$ cat src/rtl/fact_pkg.sv
// Shared constants and state encoding for the fact_top host sequencer.
package fact_pkg;

    localparam logic [1:0] FACT_A_N    = 2'd0;
    localparam logic [1:0] FACT_A_GO   = 2'd1;
    localparam logic [1:0] FACT_A_STAT = 2'd2;
    localparam logic [1:0] FACT_A_RES  = 2'd3;

    localparam int FACT_DONE_BIT = 0;
    localparam int FACT_ERR_BIT  = 1;

    typedef enum logic [2:0] {
        IDLE,
        WR_N,
        WR_GO,
        CLR_GO,
        POLL,
        RD_RES,
        RESP
    } fact_state_t;

endpackage

$ cat src/rtl/fact_poll_timer.sv
// Saturating poll counter; expired marks the last permitted poll cycle.
module fact_poll_timer #(
    parameter int TIMEOUT = 1024,
    parameter int TW      = 11
) (
    input  logic clk,
    input  logic rst,
    input  logic clr,
    input  logic en,
    output logic expired
);

    localparam logic [TW-1:0] LAST = TW'(TIMEOUT - 1);

    logic [TW-1:0] count;

    // Holds at LAST instead of wrapping so a stuck POLL can never re-arm.
    always_ff @(posedge clk) begin
        if (rst || clr)
            count <= '0;
        else if (en && count != LAST)
            count <= count + 1'b1;
    end

    assign expired = (count == LAST);

endmodule

$ cat src/rtl/fact_host_sequencer.sv
// Runs one factorial job on fact_top: write n, pulse go, poll status, read result, respond.
module fact_host_sequencer
    import fact_pkg::*;
#(
    parameter int TIMEOUT = 1024,
    parameter int TW      = 11
) (
    input  logic        Clk,
    input  logic        Rst,
    input  logic        req_valid,
    output logic        req_ready,
    input  logic [3:0]  req_n,
    output logic        rsp_valid,
    input  logic        rsp_ready,
    output logic [31:0] rsp_result,
    output logic        rsp_err,
    output logic        rsp_timeout,
    output logic [1:0]  fa_A,
    output logic        fa_WE,
    output logic [3:0]  fa_WD,
    input  logic [31:0] fa_RD
);

    fact_state_t state, state_n;
    logic [3:0]  n_q, n_n;
    logic [31:0] result_n;
    logic        err_n, to_n, valid_n;
    logic [1:0]  a_n;
    logic        we_n;
    logic [3:0]  wd_n;
    logic        expired;

    fact_poll_timer #(.TIMEOUT(TIMEOUT), .TW(TW)) u_timer (
        .clk     (Clk),
        .rst     (Rst),
        .clr     (state == CLR_GO),
        .en      (state == POLL),
        .expired (expired)
    );

    assign req_ready = (state == IDLE);

    always_ff @(posedge Clk) begin
        if (Rst) begin
            state       <= IDLE;
            n_q         <= '0;
            rsp_valid   <= 1'b0;
            rsp_result  <= '0;
            rsp_err     <= 1'b0;
            rsp_timeout <= 1'b0;
            fa_A        <= FACT_A_N;
            fa_WE       <= 1'b0;
            fa_WD       <= '0;
        end else begin
            state       <= state_n;
            n_q         <= n_n;
            rsp_valid   <= valid_n;
            rsp_result  <= result_n;
            rsp_err     <= err_n;
            rsp_timeout <= to_n;
            fa_A        <= a_n;
            fa_WE       <= we_n;
            fa_WD       <= wd_n;
        end
    end

    always_comb begin
        state_n  = state;
        n_n      = n_q;
        result_n = rsp_result;
        err_n    = rsp_err;
        to_n     = rsp_timeout;
        case (state)
            IDLE: if (req_valid) begin
                n_n      = req_n;
                result_n = '0;
                err_n    = 1'b0;
                to_n     = 1'b0;
                state_n  = WR_N;
            end
            WR_N:   state_n = WR_GO;
            WR_GO:  state_n = CLR_GO;
            CLR_GO: state_n = POLL;
            POLL: begin
                // err outranks done: a faulted job never exposes its result register
                if (fa_RD[FACT_ERR_BIT]) begin
                    err_n   = 1'b1;
                    state_n = RESP;
                end else if (fa_RD[FACT_DONE_BIT]) begin
                    state_n = RD_RES;
                end else if (expired) begin
                    to_n    = 1'b1;
                    state_n = RESP;
                end
            end
            RD_RES: begin
                result_n = fa_RD;
                state_n  = RESP;
            end
            RESP:    if (rsp_ready) state_n = IDLE;
            default: state_n = IDLE;
        endcase

        // Bus outputs are registered, so they are decoded from the state being entered.
        a_n     = FACT_A_N;
        we_n    = 1'b0;
        wd_n    = '0;
        valid_n = (state_n == RESP);
        case (state_n)
            WR_N: begin
                we_n = 1'b1;
                wd_n = n_n;
            end
            WR_GO: begin
                a_n  = FACT_A_GO;
                we_n = 1'b1;
                wd_n = 4'h1;
            end
            CLR_GO: begin
                a_n  = FACT_A_GO;
                we_n = 1'b1;
            end
            POLL:    a_n = FACT_A_STAT;
            RD_RES:  a_n = FACT_A_RES;
            default: ;
        endcase
    end

endmodule

$ cat config.mk
export PLATFORM = sky130hd
export DESIGN_NAME = fact_host_sequencer
export DESIGN_NICKNAME = d
export VERILOG_FILES = /design/src/rtl/fact_pkg.sv /design/src/rtl/fact_poll_timer.sv /design/src/rtl/fact_host_sequencer.sv
export SDC_FILE = /design/constraint.sdc
export NUM_CORES = 1
export LEC_CHECK = 0
export CORE_ASPECT_RATIO = 0.6
export CORE_MARGIN = 2
export CORE_UTILIZATION = 40
export CTS_BUF_LIST = sky130_fd_sc_hd__clkbuf_8
export CTS_CLUSTER_DIAMETER = 200
export DETAILED_ROUTE_END_ITERATION = 16
export PLACE_DENSITY_LB_ADDON = 0.25
export SETUP_SLACK_MARGIN = 0.02
export SLEW_MARGIN = 10
export SYNTH_ARGS = -nofsm -noshare
export SYNTH_HDL_FRONTEND = slang
export SYNTH_HIERARCHICAL = 1
export SYNTH_SLANG_ARGS = --single-unit
$ cat constraint.sdc
create_clock -name Clk -period 3 [get_ports Clk]
set_input_delay 0.6 -clock Clk [delete_from_list [all_inputs] [get_ports Clk]]
set_output_delay 0.6 -clock Clk [all_outputs]
set_load 0.01 [all_outputs]
==> flow_summary.toml, run 1 <==
[die]
start_util_pct = 41.4
die-area_um2 = 5850
core_area_um2 = 5050
rows = 20
fp.dieH_um = 60.0
io_pins = 83
die_w_um = 97.4

[power_and_ir_drop]
total_power_mw = 1.43
combPwrFrac_pct = 12.3
seq_power_share_pct = 54.3
p_int_mw = 1.11
p_sw_mw = 0.322
powerDensity_nw_per_um2 = 467
ir_worst_vdd_mv = 0.230
clkPwrFrac_pct = 33.4
netSwitchingFraction_pct = 22.6
power.leakage_nw = 1.16

[detailed_routing]
wl_per_cell_um = 14.2
dr_total_vias = 1756
first_pass_iters = 4
wl_mm = 4.83
ant_nets = 0
viasPerCell = 5.18
drt_first_iter_violations = 81
drc = 0

[grt]
overflow = 0
grtUsageTotal_pct = 16.6
grt_pass1_vias = 1588
antenna_found_initial = 0
grt_max_degree = 33
grt_pass1_wl_mm = 7.68

[clock_tree]
cts_sinks = 56
clock_latency_ns = 0.30
cts_buffer_depth = 2
ctsHoldBuffers = 0
htree_levels = 2
cts_tree = "done"
path_clk_slew_ns = 0.10
root_buffer = "clkbuf_8"
cts_resized = 0
postCtsSetupBuffers = 0
cts_buffers = 5

[sta]
tightestPinTransition_ns = 0.635
tns_ns = 0
maxSlewHeadroom_pct = 57.6
grt_setup_unrepaired = "no"
fin_crit_ns = 2.25
fmax_ghz = 0.445
drv_slew = 0
finalClockSkew_ns = 0.00545
setup_viol = 0
period_share_pct = 74.9
setup_ws_ns = 0.754
hold_viol_final = 0
fin_hold_ws_ns = 0.454

[placement]
dp.cells = 331
port_buffers = 82
place_congestion = 0.792
post-dp-hpwl_mm = 3.44
dp_slack_ns = 0.713

[cells_and_area]
final_cell_count_no_fill = 339
antennaDiodeCount = 0
nets = 313
area_growth_pct = 46.2
drive_above_1_share_pct = 8.42

[yosys]
yosys_warnings = 6
syn_area_per_cell_um2 = 10.8
synth.distinct_cells = 42
syn_inst = 194
synth_top_cell_by_area = "dfxtp_1"
yosys-top-cells-area = "dfxtp_1, a22o_1, buf_6"
syn-cell-area_um2 = 2090
syn_nets = 235
synth_top_area_share_pct = 53.6
ys_seq_area_share_pct = 53.6
ys_seq_elements = 56

[status]
status = "finished clean"

[run]
max_cap_violations = 0

[setup_path]
r2r_slack_ns = 0.86
worstPathCellList = "nor3_1, clkdlybuf4s50_1"
worstPathArrival_ns = 1.65
reg2reg_from = "state[0]$_SDFF_PP0_"
crit_type = "flip-flop to output port"
start_kind = "flip-flop"
crit_family = "flip-flops"
cp_slowest_cell = "dfxtp_1"
worstPathRequired_ns = 2.40
end_kind = "output port"
cp_max_fo = 16
timing.rr.end = "u_timer/count[9]$_SDFFE_PP0P_"
max_stage_delay_ns = 0.74
critical_path_buf_inv_count = 1
reg2regPathDepth = 6

[min_path]
worst_hold_path.endpoint = "u_timer/count[10]$_SDFFE_PP0P_"
hold_depth = 2
worstHoldStart = "u_timer/count[10]$_SDFFE_PP0P_"
min_path_type = "flip-flop to flip-flop"
==> area by class of cell <==
cell class | count | area, µm²
inverter | 5 | 18.8
multi-input combinational | 118 | 876
clock buffer | 5 | 68.8
clock inverter | 3 | 42.5
sequential | 56 | 1120
timing repair buffer | 86 | 851
fill | 404 | 1990
tap | 66 | 82.6
==> tightest hold or removal path, cell delays in order, from the launching register on <==
cell,delay (ns)
dfxtp_1,0.33
nand2_1,0.05
a31oi_1,0.04
==> how the worst max path moves through the flow <==
stage | endpoint | from | cells after the start | slack, ns
CTS | req_ready | state[0]$_SDFF_PP0_ | 2 | 0.76
global route | req_ready | state[0]$_SDFF_PP0_ | 2 | 0.69
global placement | rsp_result[21]$_SDFFE_PP0P_ | Rst | 4 | 0.72
detailed placement | rsp_result[15]$_SDFFE_PP0P_ | Rst | 4 | 0.71
finish | req_ready | state[0]$_SDFF_PP0_ | 2 | 0.75
floorplan | u_timer/count[9]$_SDFFE_PP0P_ | state[1]$_SDFF_PP0_ | 8 | 0.99
==> per-stage QoR <==
step	instance area [µm²]	utilization (%)
after floorplan	2090	-
after global placement	2950	58.3
after detailed placement	2950	58.3
after CTS	3060	60.5
after global routing	3060	60.5
final	3060	60.5
==> cells in the mapped netlist <==
library cell   n
a2111oi_0      1
a211o_1        1
a211oi_1       1
a21oi_1        7
a22o_1        32
a2bb2oi_1      1
a311oi_1       1
a311oi_4       1
a31oi_1        6
a41o_2         1
and2_1         5
and3_1         2
and3_2         3
and3b_1        2
and4_4         1
buf_1          3
buf_2          5
buf_6          4
clkbuf_1       3
dfxtp_1       56
ha_1           1
inv_1          5
nand2_1        5
nand3_1        4
nand3_2        1
nor2_1        11
nor2b_1        3
nor3_1         6
nor4_1         3
nor4b_1        2
nor4b_4        1
nor4bb_1       1
o211a_1        2
o21ai_0        4
o22ai_1        1
o31a_1         1
or2_2          1
or3_1          1
or3_2          1
or4b_1         1
xnor2_1        2
xor2_1         1
==> power groups by stage <==
stage / Sequential, mW / Clock [mW] / Combinational (mW)
after global routing: 0.778 / 0.524 / 0.191
final: 0.776 / 0.477 / 0.176
after CTS: 0.775 / 0.491 / 0.176
after floorplan: 0.786 / 0 / 0.0897
after global placement: 0.792 / 0 / 0.174
after detailed placement: 0.793 / 0 / 0.175
==> cells in the final DEF, fill, tap and decap left out, types with 4 or more instances in the layout <==
| master | n |
|---|---|
| nand3_1 | 4 |
| a31oi_1 | 6 |
| nor3_1 | 6 |
| and2_1 | 5 |
| inv_1 | 5 |
| buf_4 | 4 |
| nor2_1 | 11 |
| a22o_1 | 32 |
| o21ai_0 | 4 |
| dfxtp_1 | 56 |
| a21oi_1 | 7 |
| clkbuf_8 | 5 |
| clkdlybuf4s50_1 | 82 |
| nand2_1 | 5 |
==> sequential cells by signal (all words and copies together), names as in the netlist <==
| name | cells |
|---|---|
| state | 3 |
| fa_WD | 4 |
| u_timer/count | 11 |
| rsp_result | 32 |
| fa_WE | 1 |
| rsp_timeout | 1 |
| fa_A | 2 |
| rsp_err | 1 |
| rsp_valid | 1 |
==> routing by layer <==
| metal | GRT usage (%) | routed length, µm | up-vias |
|---|---|---|---|
| li1 | - | - | 878 |
| met1 | 23.9 | 2350 | 803 |
| met2 | 23.6 | 1960 | 71 |
| met3 | 6.20 | 468 | 4 |
| met4 | 3.77 | 46 | 0 |
| met5 | 0 | 0 | - |
==> kinds of logic (layout without fill, tap and decap cells) <==
group	after synthesis	count (layout)	share of synthesized area (%)
AO/OA/AOI/OAI	60	60	23.3
flip-flops	56	56	53.6
AND/OR/NAND/NOR	54	54	16.0
buffers and inverters	20	99	5.32
XOR/XNOR	3	3	1.26
adder cells (fa/ha/maj)	1	1	0.598
(Power assumes the default switching activity.)
==> run 2, diff against run 1 <==
- clock period: 3 -> 2.11 ns (I/O delays scaled with it)
==> run 2 against run 1 <==
Compared with the run above: sequential power grew 40%; clock skew is essentially flat; count of clock-buffer cells in the layout is the same; clock power grew 42%; worst hold slack gained 0.0021 ns; die area is the same; cell count grew 1.5%; total power grew 43%; global-route usage grew 1.6 points; design area grew 2.0%; core utilization grew 1.2 points; critical endpoint is now u_timer/count[9]$_SDFFE_PP0P_; largest power group unchanged.
==> flow_summary.toml, run 2 (synthesized netlist as in run 1, its figures left out) <==
[status]
status = "finished clean"

[cells_and_area]
drive_above_1_share_pct = 9.71
stdcell_area_um2 = 3120
regArea_um2 = 1120
finish.utilization_pct = 61.8
antennaDiodeCount = 0
final_cell_count_no_fill = 344
fillers = 419
mostFrequentLayoutCells = "clkdlybuf4s50_1, dfxtp_1, a22o_1"
nets = 318
largest-register = "rsp_result"
layout_commonest_cell = "clkdlybuf4s50_1"
area_growth_pct = 49.1
multi_input_area_um2 = 876
reg_top3 = "rsp_result (32), u_timer/count (11), fa_WD (4)"
largest_reg_flops = 32

[grt]
overflow = 0
grt_pass1_vias = 1665
grt_max_degree = 33
grtUsageTotal_pct = 18.2
antenna_found_initial = 0
grt_pass1_wl_mm = 8.25

[setup_path]
reg2reg_from = "state[2]$_SDFF_PP0_"
start_kind = "flip-flop"
cp_slowest_cell = "dfxtp_1"
r2r_slack_ns = 0.24
max_stage_delay_ns = 0.54
worstPathRequired_ns = 2.31
timing.rr.end = "u_timer/count[9]$_SDFFE_PP0P_"
worstPathArrival_ns = 2.08
reg2regPathDepth = 5
worstPathCellList = "and2_1, and4_4, nand3_2, or4b_1, o211a_1"
end_kind = "flip-flop"
crit_type = "flip-flop to flip-flop"
cp_max_fo = 10

[power_and_ir_drop]
ir_worst_vdd_mv = 0.377
clkPwrFrac_pct = 33.0
p_sw_mw = 0.466
netSwitchingFraction_pct = 22.7
powerDensity_nw_per_um2 = 657
p_int_mw = 1.58
seq_power_share_pct = 53.1
power.leakage_nw = 1.20
combPwrFrac_pct = 13.8

[clock_tree]
cts_buffer_depth = 2
htree_levels = 2
cts_sinks = 56
clock_latency_ns = 0.31
cts_tree = "done"
root_buffer = "clkbuf_8"
path_clk_slew_ns = 0.09
ctsHoldBuffers = 0
cts_buffers = 5

[sta]
tns_ns = 0
grt_setup_unrepaired = "no"
setup_viol = 0
maxSlewHeadroom_pct = 72.7
period_share_pct = 88.7
finalClockSkew_ns = 0.00593
hold_viol_final = 0
fin_crit_ns = 1.87
fmax_ghz = 0.534
drv_slew = 0
tightestPinTransition_ns = 0.399

[detailed_routing]
ant_nets = 0
wl_per_cell_um = 14.7
drt_first_iter_violations = 117
viasPerCell = 5.10
drc = 0
first_pass_iters = 4
wl_mm = 5.05
dr_total_vias = 1755

[die]
io_pins = 83
start_util_pct = 41.4
rows = 20
die-area_um2 = 5850
core_area_um2 = 5050
fp.dieH_um = 60.0
die_w_um = 97.4

[min_path]
worst_hold_path.endpoint = "u_timer/count[10]$_SDFFE_PP0P_"
hold_depth = 2
worstHoldStart = "u_timer/count[10]$_SDFFE_PP0P_"
min_path_type = "flip-flop to flip-flop"

[placement]
place_congestion = 0.755
port_buffers = 82
post-dp-hpwl_mm = 3.61
dp.cells = 336
place_area_um2 = 3010

[run]
max_cap_violations = 0
-- run 2: cell count changes in the layout (fill, tap and decap cells not counted) --
cell             before  now
buf_4                 4    7
clkdlybuf4s50_1      82   81
buf_12                0    2
dlymetal6s2s_1        0    1
clkinvlp_4            1    0
inv_1                 5    6
-- run 2: what timing repair did --
item / in CTS / in global routing
endpoints found under the hold margin: 0 / 0
gates resized for setup: 0 / 1
setup endpoints to repair: 0 / 1
buffers inserted: 0 / 0
-- run 2: how the worst max path moves through the flow --
stage	start	endpoint	slack (ns)	cells after the start
2_1_floorplan	state[1]$_SDFF_PP0_	u_timer/count[9]$_SDFFE_PP0P_	0.1	8
3_3_place_gp	req_valid	fa_WD[1]$_SDFF_PP0_	0.25	5
3_5_place_dp	req_valid	fa_WD[3]$_SDFF_PP0_	0.19	5
4_1_cts	state[1]$_SDFF_PP0_	req_ready	0.09	3
5_1_grt	state[2]$_SDFF_PP0_	u_timer/count[9]$_SDFFE_PP0P_	0.10	5
6_report	state[2]$_SDFF_PP0_	u_timer/count[9]$_SDFFE_PP0P_	0.24	5
-- run 2: final cells by class --
class / instances / area share, %
multi-input combinational: 118 / 28.1
sequential: 56 / 35.9
timing repair buffer: 91 / 29.3
tap: 66 / 2.65
clock inverter: 3 / 1.24
inverter: 5 / 0.601
clock buffer: 5 / 2.20
-- run 2: metal layers --
| layer | wire length (µm) | global-route usage (%) | up-vias |
|---|---|---|---|
| met4 | 65 | 6.15 | 0 |
| met5 | 0 | 0 | - |
| met2 | 2130 | 27.6 | 60 |
| li1 | - | - | 887 |
| met3 | 422 | 6.90 | 6 |
| met1 | 2440 | 24.3 | 802 |
-- run 2: critical path: cells and delay by family, from the launching register on --
kind | cells | cell delay (ns)
and+or+nand+nor | 4 | 1.08
DFF | 1 | 0.54
AOI/OAI and AO/OA | 1 | 0.14
-- run 2: power groups by stage --
stage,Sequential (mW),Clock [mW],Combinational (mW)
after global routing,1.09,0.753,0.309
after detailed placement,1.11,0,0.285
after floorplan,1.12,0,0.128
after global placement,1.11,0,0.281
after CTS,1.09,0.703,0.287
final,1.09,0.677,0.284
-- run 2: per-stage QoR --
step | total power [mW] | hold WS, ns | setup slack [ns]
finish | 2.05 | 0.456 | 0.238
global route | 2.15 | 0.506 | 0.101
CTS | 2.08 | 0.457 | 0.0887
detailed placement | 1.40 | 0.443 | 0.187
global placement | 1.39 | 0.438 | 0.249
floorplan | 1.25 | 0.421 | 0.0968
==> run 3, diff against run 2 <==
- CTS_BUF_LIST: sky130_fd_sc_hd__clkbuf_8 -> sky130_fd_sc_hd__clkbuf_4
- DONT_BUFFER_PORTS: unset -> 1
==> run 3 against run 2 <==
Compared with the run above: via count decreased by 16%; cell count decreased by 24%; design area decreased by 29%; sequential power about the same; routed wire length decreased by 13%; largest power group unchanged.
==> flow_summary.toml, run 3 (synthesized netlist as in run 1, its figures left out) <==
[detailed_routing]
wl_mm = 4.41
wl_per_cell_um = 17.0
drt_first_iter_violations = 107
dr_total_vias = 1478
drc = 0
ant_nets = 0
viasPerCell = 5.68
first_pass_iters = 4

[power_and_ir_drop]
powerDensity_nw_per_um2 = 774
total_power_mw = 1.72
power.leakage_nw = 0.852
ir_worst_vdd_mv = 0.320

[die]
start_util_pct = 41.4
die-area_um2 = 5850
fp.dieH_um = 60.0
io_pins = 83
die_w_um = 97.4
rows = 20
core_area_um2 = 5050

[clock_tree]
path_clk_slew_ns = 0.15
cts_resized = 0
cts_buffers = 5
cts_tree = "done"
postCtsSetupBuffers = 0
cts_sinks = 56
root_buffer = "clkbuf_4"
htree_levels = 2
cts_buffer_depth = 2
ctsHoldBuffers = 0
clock_latency_ns = 0.37

[cells_and_area]
largest-register = "rsp_result"
final_cell_count_no_fill = 260
drive_above_1_share_pct = 13.4
area_growth_pct = 5.92
reg_top3 = "rsp_result (32), u_timer/count (11), fa_WD (4)"
layout_commonest_cell = "dfxtp_1"
nets = 234
stdcell_area_um2 = 2220
antennaDiodeCount = 0
fillers = 479
largest_reg_flops = 32
mostFrequentLayoutCells = "dfxtp_1, a22o_1, nor2_1"

[grt]
grt_pass1_vias = 1382
grt_pass1_wl_mm = 7.11
grt_max_degree = 33
grtUsageTotal_pct = 15.6
overflow = 0
antenna_found_initial = 0

[sta]
setup_viol = 0
maxSlewHeadroom_pct = 45.1
finalClockSkew_ns = 0.00870
fin_hold_ws_ns = 0.106
tightestPinTransition_ns = 0.823
period_share_pct = 92.0
tns_ns = 0
drv_slew = 0
fin_crit_ns = 1.94
grt_setup_unrepaired = "no"
fmax_ghz = 0.515
hold_viol_final = 0

[placement]
post-dp-hpwl_mm = 3.16
dp.cells = 251
port_buffers = 0
place_area_um2 = 2140
place_congestion = 0.803

[setup_path]
reg2reg_from = "state[1]$_SDFF_PP0_"
worstPathRequired_ns = 2.38
startpoint = "state[1]$_SDFF_PP0_"
start_kind = "flip-flop"
worstPathArrival_ns = 2.21
cp_max_fo = 5
reg2regPathDepth = 6
endpoint = "u_timer/count[9]$_SDFFE_PP0P_"
timing.rr.end = "u_timer/count[9]$_SDFFE_PP0P_"
end_kind = "flip-flop"
r2r_slack_ns = 0.17
crit_type = "flip-flop to flip-flop"

[min_path]
hold_depth = 1
min_path_type = "input port to flip-flop"

[run]
max_cap_violations = 0

[status]
status = "finished clean"
## run 3: cell types whose count changed in the layout (fill, tap and decap cells not counted), sizes merged
cell,before,now
buf,9,7
clkinvlp,0,1
bufinv,1,0
clkdlybuf4s50,81,0
dlymetal6s2s,1,0
## run 3: layout make-up
cell class	count	area, µm²	share of cell area, %
sequential	56	1120	50.6
multi-input combinational	118	876	39.5
tap	66	82.6	3.72
timing repair buffer	7	60.1	2.71
clock buffer	5	37.5	1.69
clock inverter	3	21.3	0.959
inverter	5	18.8	0.846
## run 3: where the power goes
group / internal, mW / switching (mW) / total [mW]
clock network: 0.133 / 0.328 / 0.461
registers: 1.08 / 0.0250 / 1.11
logic: 0.0601 / 0.0887 / 0.149
## run 3: stage by stage
stage	setup WS (ns)	util, %
after floorplan	0.0968	-
after global placement	0.211	42.4
after detailed placement	0.0427	42.4
after CTS	0.0218	43.6
after global routing	0.0759	43.9
final	0.169	43.9
## run 3: critical path, stage by stage, from the launching register on
cell and delay [ns]:
dfxtp_1 0.41, nor2_1 0.19, and2_1 0.23, and4_4 0.28
nand3_2 0.10, or4b_1 0.51, o211a_1 0.14
## run 3: metal layers
layer	GRT usage, %	wire [µm]	vias to the layer above
met4	6.75	72	0
met3	6.20	397	6
met2	21.8	1770	58
li1	-	-	723
met5	0	0	-
met1	21.5	2170	691
## run 3: worst min-delay path by stage
stage                                   start                              to
2_1_floorplan  u_timer/count[10]$_SDFFE_PP0P_  u_timer/count[10]$_SDFFE_PP0P_
3_3_place_gp   u_timer/count[10]$_SDFFE_PP0P_  u_timer/count[10]$_SDFFE_PP0P_
3_5_place_dp   u_timer/count[10]$_SDFFE_PP0P_  u_timer/count[10]$_SDFFE_PP0P_
4_1_cts                                   Rst             state[1]$_SDFF_PP0_
5_1_grt                                   Rst             state[1]$_SDFF_PP0_
6_report                                  Rst             state[1]$_SDFF_PP0_
